--- src/rtl/pac_input_if.sv ---
// Button, score and movement-request bundle between the board front end and the sprite mover.
interface pac_input_if;
    logic       btn_up;
    logic       btn_down;
    logic       btn_left;
    logic       btn_right;
    logic       btn_ctr;
    logic [3:0] score;
    logic       up;
    logic       down;
    logic       left;
    logic       right;
    logic       paused;
    logic       round_done;

    modport master (
        output btn_up, btn_down, btn_left, btn_right, btn_ctr, score,
        input  up, down, left, right, paused, round_done
    );

    modport slave (
        input  btn_up, btn_down, btn_left, btn_right, btn_ctr, score,
        output up, down, left, right, paused, round_done
    );
endinterface

--- src/rtl/pac_input_ctrl.sv ---
// Pac-Man input front end: sync, debounce, press detect, latched direction, pause and round end.
// Optional PAC_HOLD_TO_MOVE_EN: move only while the direction button is held.
module pac_input_ctrl #(
    parameter int DEBOUNCE_CYCLES = 16,
    parameter int CNT_W           = 16,
    parameter int WIN_SCORE       = 8
) (
    input  logic        clk_10,
    input  logic        rst,
    pac_input_if.slave  bus
);

    localparam logic [CNT_W-1:0] CNT_MAX = CNT_W'(DEBOUNCE_CYCLES - 1);
    localparam logic [3:0]       WIN_Q   = 4'(WIN_SCORE);

    typedef enum logic [1:0] {
        ST_IDLE   = 2'd0,
        ST_MOVING = 2'd1,
        ST_PAUSED = 2'd2,
        ST_DONE   = 2'd3
    } state_t;

    // Button bit order: [0] up, [1] down, [2] left, [3] right, [4] centre.
    logic [4:0]            raw_s;
    logic [4:0]            meta_q, sync_q;
    logic [4:0]            db_q, db_d, db_prev_q, press_q, press_d;
    logic [4:0][CNT_W-1:0] cnt_q, cnt_d;
    logic [3:0]            dir_q, dir_d, dir_sel_s, move_s;
    logic [5:0]            out_q, out_d;
    state_t                state_q, state_d;

    assign raw_s = {bus.btn_ctr, bus.btn_right, bus.btn_left, bus.btn_down, bus.btn_up};

    // Debounce counters: a level must differ from db for DEBOUNCE_CYCLES straight cycles to be taken.
    always_comb begin
        db_d  = db_q;
        cnt_d = cnt_q;
        for (int i = 0; i < 5; i++) begin
            if (sync_q[i] == db_q[i]) begin
                cnt_d[i] = '0;
            end else if (cnt_q[i] == CNT_MAX) begin
                db_d[i]  = sync_q[i];
                cnt_d[i] = '0;
            end else begin
                cnt_d[i] = cnt_q[i] + CNT_W'(1);
            end
        end
        press_d = db_q & ~db_prev_q;
    end

    // Direction priority follows the mover's arbitration: up > right > left > down.
    always_comb begin
        if (press_q[0]) begin
            dir_sel_s = 4'b0001;
        end else if (press_q[3]) begin
            dir_sel_s = 4'b1000;
        end else if (press_q[2]) begin
            dir_sel_s = 4'b0100;
        end else if (press_q[1]) begin
            dir_sel_s = 4'b0010;
        end else begin
            dir_sel_s = 4'b0000;
        end
    end

    // Next state, direction and registered outputs; round end overrides any press.
    always_comb begin
        state_d = state_q;
        dir_d   = dir_q;
        if ((state_q != ST_DONE) && (bus.score >= WIN_Q)) begin
            state_d = ST_DONE;
        end else begin
            case (state_q)
                ST_IDLE: begin
                    if (dir_sel_s != 4'b0000) begin
                        state_d = ST_MOVING;
                        dir_d   = dir_sel_s;
                    end else begin
                        dir_d   = 4'b0000;
                    end
                end
                ST_MOVING: begin
                    if (press_q[4]) begin
                        state_d = ST_PAUSED;
                    end else if (dir_sel_s != 4'b0000) begin
                        dir_d   = dir_sel_s;
`ifdef PAC_HOLD_TO_MOVE_EN
                    end else if ((dir_q & db_q[3:0]) == 4'b0000) begin
                        state_d = ST_IDLE;
                        dir_d   = 4'b0000;
`endif
                    end else begin
                        state_d = ST_MOVING;
                    end
                end
                ST_PAUSED: begin
                    if (press_q[4]) begin
                        state_d = ST_MOVING;
                    end else begin
                        state_d = ST_PAUSED;
                    end
                end
                ST_DONE: begin
                    state_d = ST_DONE;
                end
                default: begin
                    state_d = ST_IDLE;
                    dir_d   = 4'b0000;
                end
            endcase
        end

        if (state_d == ST_MOVING) begin
`ifdef PAC_HOLD_TO_MOVE_EN
            move_s = dir_d & db_q[3:0];
`else
            move_s = dir_d;
`endif
        end else begin
            move_s = 4'b0000;
        end
        out_d = {(state_d == ST_DONE), (state_d == ST_PAUSED), move_s};
    end

    // Synchronizer, debounce and edge-detect registers.
    always_ff @(posedge clk_10 or posedge rst) begin
        if (rst) begin
            meta_q    <= 5'b00000;
            sync_q    <= 5'b00000;
            db_q      <= 5'b00000;
            db_prev_q <= 5'b00000;
            press_q   <= 5'b00000;
            cnt_q     <= '0;
        end else begin
            meta_q    <= raw_s;
            sync_q    <= meta_q;
            db_q      <= db_d;
            db_prev_q <= db_q;
            press_q   <= press_d;
            cnt_q     <= cnt_d;
        end
    end

    // State, direction and output registers.
    always_ff @(posedge clk_10 or posedge rst) begin
        if (rst) begin
            state_q <= ST_IDLE;
            dir_q   <= 4'b0000;
            out_q   <= 6'b000000;
        end else begin
            state_q <= state_d;
            dir_q   <= dir_d;
            out_q   <= out_d;
        end
    end

    assign bus.up         = out_q[0];
    assign bus.down       = out_q[1];
    assign bus.left       = out_q[2];
    assign bus.right      = out_q[3];
    assign bus.paused     = out_q[4];
    assign bus.round_done = out_q[5];

endmodule

--- src/flat_wrapper.sv ---
// flat-port wrapper written by rule: the top's interface ports become plain ports
module pac_input_ctrl_flat 
#(
    parameter int DEBOUNCE_CYCLES = 16,
    parameter int CNT_W           = 16,
    parameter int WIN_SCORE       = 8
)
  (clk_10, rst, bus_btn_up, bus_btn_down, bus_btn_left, bus_btn_right, bus_btn_ctr, bus_score, bus_up, bus_down, bus_left, bus_right, bus_paused, bus_round_done);
  pac_input_if bus_i ();
  input  logic clk_10;
  input  logic rst;
  input wire logic [$bits(bus_i.btn_up)-1:0] bus_btn_up;
  input wire logic [$bits(bus_i.btn_down)-1:0] bus_btn_down;
  input wire logic [$bits(bus_i.btn_left)-1:0] bus_btn_left;
  input wire logic [$bits(bus_i.btn_right)-1:0] bus_btn_right;
  input wire logic [$bits(bus_i.btn_ctr)-1:0] bus_btn_ctr;
  input wire logic [$bits(bus_i.score)-1:0] bus_score;
  output wire logic [$bits(bus_i.up)-1:0] bus_up;
  output wire logic [$bits(bus_i.down)-1:0] bus_down;
  output wire logic [$bits(bus_i.left)-1:0] bus_left;
  output wire logic [$bits(bus_i.right)-1:0] bus_right;
  output wire logic [$bits(bus_i.paused)-1:0] bus_paused;
  output wire logic [$bits(bus_i.round_done)-1:0] bus_round_done;
  assign bus_i.btn_up = bus_btn_up;
  assign bus_i.btn_down = bus_btn_down;
  assign bus_i.btn_left = bus_btn_left;
  assign bus_i.btn_right = bus_btn_right;
  assign bus_i.btn_ctr = bus_btn_ctr;
  assign bus_i.score = bus_score;
  assign bus_up = bus_i.up;
  assign bus_down = bus_i.down;
  assign bus_left = bus_i.left;
  assign bus_right = bus_i.right;
  assign bus_paused = bus_i.paused;
  assign bus_round_done = bus_i.round_done;
  pac_input_ctrl #(.DEBOUNCE_CYCLES(DEBOUNCE_CYCLES), .CNT_W(CNT_W), .WIN_SCORE(WIN_SCORE)) u_core (.clk_10(clk_10), .rst(rst), .bus(bus_i));
endmodule
--- config.mk ---
export PLATFORM = sky130hd
export DESIGN_NAME = pac_input_ctrl_flat
export DESIGN_NICKNAME = d
export VERILOG_FILES = /design/src/rtl/pac_input_if.sv /design/src/rtl/pac_input_ctrl.sv /design/src/flat_wrapper.sv
export SDC_FILE = /design/constraint.sdc
export NUM_CORES = 1
export LEC_CHECK = 0
export ABC_AREA = 1
export BUFFER_PORTS_ARGS = -buffer_cell sky130_fd_sc_hd__buf_2
export CORE_MARGIN = 3
export CORE_UTILIZATION = 53
export CTS_BUF_LIST = sky130_fd_sc_hd__clkbuf_2 sky130_fd_sc_hd__clkbuf_4 sky130_fd_sc_hd__clkbuf_8
export DETAILED_ROUTE_END_ITERATION = 8
export PLACE_DENSITY = 0.8
export SYNTH_ARGS = -nofsm -noshare
export SYNTH_HDL_FRONTEND = slang
export SYNTH_SLANG_ARGS = --single-unit
--- constraint.sdc ---
create_clock -name clk_10 -period 5.2 [get_ports clk_10]
set_input_delay 1.04 -clock clk_10 [delete_from_list [all_inputs] [get_ports clk_10]]
set_output_delay 1.04 -clock clk_10 [all_outputs]
set_load 0.05 [all_outputs]
**Word-level counts from Yosys, hierarchy flattened**

Cells that the tools add are included.

- Add/subtract/negate cells: 5
- $lt $le $gt $ge: 1
- Equal/unequal tests: 17
- Multiplexer cells: 26
- Bitwise gates (word level): 7
- Reduce and logical (&&, ||, !) cells: 8

Operator list:

| kind | count |
|---|---|
| 2-to-1 mux 16 bit | 10 |
| adder 16 x 1 -> 16 bit, second input constant | 5 |
| == test 16 x 4 -> 1 bit, second input constant | 5 |
| 2-to-1 mux 4 bit | 8 |
| 2-to-1 mux 2 bit | 6 |
| AND reduction 2 bit | 5 |
| == test 2 bit, second input constant | 4 |
| one-hot mux 2 bit (4 select lines) | 1 |
| one-hot mux 4 bit (2 select lines) | 1 |
| AND 5 bit | 1 |
| == test 1 bit | 5 |
| inverter 1 bit | 5 |
| inverter 5 bit | 1 |
| == test 2 x 1 -> 1 bit, second input constant | 2 |
| greater-or-equal comparator 4 bit, second input constant | 1 |
| nonzero test 4 bit | 1 |
| zero test 2 bit | 1 |
| != test 2 bit, second input constant | 1 |
| logical AND 1 bit | 1 |

- Bits in registers: 117
- Bits of input ports: 11
- Output and inout port bits: 6
- Word-level logic and storage cells: 81

**Logic depth before layout (Yosys ltp)**

- Word-level depth: 11
- Gate-level depth with buffers: 8
- Gate-level depth less buffers: 8

**Worst setup path after synthesis**

OpenSTA, ideal clock, no wires.

- Path type: register -> output
- From: register u_core.out_q[1]
- To: output port bus_down
- Arrival: 586 ps
- Required time: 4160 ps
- Setup slack: 3574 ps
- Stages on the path, launching flop included: 1
- Path buffers: 0
- Cell sequence: dfrtp_1

RTL lines:

| what | RTL line | source |
|---|---|---|
| start: declaration | pac_input_ctrl.sv:29 | `logic [5:0] out_q, out_d;` |
| start signal: assignment | pac_input_ctrl.sv:153 | `out_q <= out_d;` |
| end: declaration | flat_wrapper.sv:19 | `output wire logic [$bits(bus_i.down)-1:0] bus_down;` |

No word-level cell between the ends.

**Final worst setup path**

- From: register u_core.out_q[4]
- To: output port bus_paused

RTL lines:

| what | RTL line | source |
|---|---|---|
| end: declaration | flat_wrapper.sv:22 | `output wire logic [$bits(bus_i.paused)-1:0] bus_paused;` |

No word-level cell between the ends.

==> summary.txt <==
Final layout
  • Layout cells sized above 1: a little under a tenth
  • Commonest non-fill, non-tap cell in the layout: nor2_1
  • Fin nets: between 700 and 800
  • Most frequent cells in the layout: 183 x nor2_1, 147 x nand2_1, 117 x dfrtp_1
  • Area Growth Syn to Fin: 10.9%
  • Antenna diodes: 0
  • Number of fill cells: 835

GRT
  • Met3 GRT Util: between 6 and 7%
  • Largest net degree at the start of global routing: 82
  • Grt ovf: 0
  • Vias in the first global route: roughly 4k
  • Initial antenna violation count: 0
  • Most used routing layer: met2
  • Total GRT Usage: a little under a fifth
  • Met2 Usage GRT: a little under a third
  • GR Util met1: a little under a quarter
  • First-pass GRT wire length: around 18 mm

Synthesis
  • Sequential fraction of the synthesis area: between 50 and 60%
  • Avg Cell Area, Syn: 8.26 sq um
  • Synth top area cells: dfrtp_1 53%, nor2_1 12%, nand2_1 9.9%
  • YS warnings: 0
  • Library cells used by synthesis: 26
  • Synthesized area: 5570 sq um
  • Cells after Synth: 674
  • Post-synth top area cell: dfrtp_1
  • Synth top area share: between 50% and 60%
  • Post-Syn Nets: 690
  • FF+latch count, synth: between 100 and 150

Detailed routing
  • ANT nets after route: 0
  • Final wirelength: between 9 and 10 mm
  • DR vias/cell: 4.98
  • DR vias: approximately 4.2k
  • DRC: 0
  • Initial DRT Pass Iterations: 5
  • DR WL/cell: about 12 um
  • Detailed Route Iter0 Violations: a little over 200

Die
  • Die height: between 100 and 150 um
  • Initial Util: approximately 56%
  • Num rows: 36
  • Die Wd: 108 um
  • Area of the die: about 12,000 sq um
  • Core box area: ~10000 sq um
  • I/O Pins: 17

STA
  • Final hold violations: 0
  • Fin Setup TNS: 0 ps
  • Unrepaired setup endpoints after global routing: false
  • Final setup vio count: 0
  • Worst rel slew slack: between 20 and 30%
  • Worst slew pin tran: 1070 ps
  • Min cycle time layout: roughly 2100 ps
  • Worst Skew: 7.67 ps
  • Hold slack: ~350 ps
  • Period utilization: between 40% and 50%
  • Max-slew violation count: 0
  • F_max: roughly 470 MHz

Min path
  • Hold depth: 0
  • Hold EP: u_core.sync_q[0]
  • Hold path start: u_core.meta_q[0]
  • Hold WC Path Type: reg2reg

Critical path
  • Worst EP required: about 4200 ps
  • Crit-path cells: buf_2
  • R2r setup slk: 3450 ps
  • R2R Path End: u_core.cnt_q[29]
  • Crit Reg-Reg Startpoint: u_core.db_q[1]
  • Crit end category: output pin
  • CP arrival: between 1000 and 1500 ps
  • Slowest cell on crit path: dfrtp_1
  • Crit path kind: reg2out
  • Worst setup SP type: flop
  • Critical Path Max Stage Delay: 370 ps
  • R2R depth: 4
  • Worst Path Buf+Inv: 1
  • Critical path's top delay family: flip-flops
  • Max FO, Critical Path: 1

Flow run
  • Max-cap violation count: 0

CTS
  • H-tree Lvls: 4
  • Max clock buf depth: 2
  • CTS clk-pin slew, worst paths: 70 ps
  • Clk_lat worst skew: around 430 ps
  • CTS Root Cell: clkbuf_8
  • Cts bufs inserted: 17
  • Clock sinks: 117
  • PostCTS Resize Cnt: 0
  • CTS tree: built
  • Cts hold-fix bufs: 0
  • Postcts setup bufs: 0

Pwr
  • Logic pwr share: roughly 3.4%
  • Maximum VDD drop: roughly 0.16 mV
  • Static Leak: between 2 and 3 nW
  • Switch share: between 20% and 30%
  • Psw: about 0.00042 W
  • Clock share of power: a little over two fifths
  • Sequential power share: approximately 53%
  • Int Pwr: ~0.0014 W
  • PD cells: ~290 nW/um^2

Placement
  • I/O Buffers: 13
  • Final GP Congestion: 0.891
  • Dpl hpwl: 6.92 mm

Outcome
  • Status: finished, final reports clean
## worst max-delay path by stage
stage,slack [ps],startpoint,endpoint,cells after the start
finish,3080,u_core.out_q[4],bus_paused,1
global route,3030,u_core.out_q[4],bus_paused,1
CTS,3030,u_core.out_q[4],bus_paused,1
detailed placement,2830,rst,u_core.cnt_q[61],3
global placement,2850,rst,u_core.cnt_q[62],3
floorplan,1060,rst,u_core.cnt_q[0],1
## synthesized netlist by cell type (all sizes together)
cell / number
a31oi: 1
buf: 2
and2: 6
nand4: 3
nor3: 3
and3: 2
or2: 1
xor2: 46
inv: 56
a21oi: 18
nand2: 153
nor2: 187
dfrtp: 117
nor3b: 6
nand3: 51
clkbuf: 1
xnor2: 8
o21a: 1
o21ai: 7
ha: 5
## registers in the layout, summed over array words and instances, names as in the netlist
name and count:
u_core.state_q 2, u_core.dir_q 4, u_core.db_prev_q 5, u_core.cnt_q 80, u_core.db_q 5, u_core.out_q 6
u_core.press_q 5, u_core.meta_q 5, u_core.sync_q 5
## metal layers
layer,up-vias,routed length (um)
li1,2159,-
met1,1985,4560
met2,72,4690
met3,17,408
met4,0,171
met5,-,0
## final cells by class
cell class / count / area (sq um) / share of cell area [%]
Timing Repair Buffer: 14 / 72.6 / 1.18
Tap cell: 133 / 166 / 2.70
Clock inverter: 11 / 103 / 1.66
Clock buffer: 21 / 277 / 4.48
Sequential cell: 117 / 2930 / 47.4
Inverter: 56 / 213 / 3.45
Multi-Input combinational cell: 498 / 2410 / 39.1
## cells by family after synthesis
group | synth area share (%)
buffers and inverters | 4.02
DFF | 52.6
and+or+nand+nor | 31.2
adders and majority gates | 1.12
xor gates and xnor gates | 8.50
AOI/OAI and AO/OA | 2.56
## power by group through the flow
stage / Sequential (W) / Combinational [W] / Clock, W
5_1_grt: 0.000942 / 0.0000704 / 0.000838
6_report: 0.000940 / 0.0000598 / 0.000779
4_1_cts: 0.000939 / 0.0000619 / 0.000802
2_1_floorplan: 0.000956 / 0.0000433 / 0
3_5_place_dp: 0.000957 / 0.0000614 / 0
3_3_place_gp: 0.000956 / 0.0000596 / 0
## through the flow
| stage | instances | setup slack (ps) | power [W] | cell area [sq um] | util [%] |
|---|---|---|---|---|---|
| floorplan | 674 | 1060 | 0.000999 | 5570 | - |
| global placement | 818 | 2850 | 0.00102 | 5790 | 57.9 |
| detailed placement | 818 | 2830 | 0.00102 | 5790 | 57.9 |
| CTS | 850 | 3030 | 0.00180 | 6170 | 61.7 |
| global route | 850 | 3030 | 0.00185 | 6170 | 61.7 |
| finish | 850 | 3080 | 0.00178 | 6170 | 61.7 |
No activity file was read; power rests on OpenSTA's default activity.
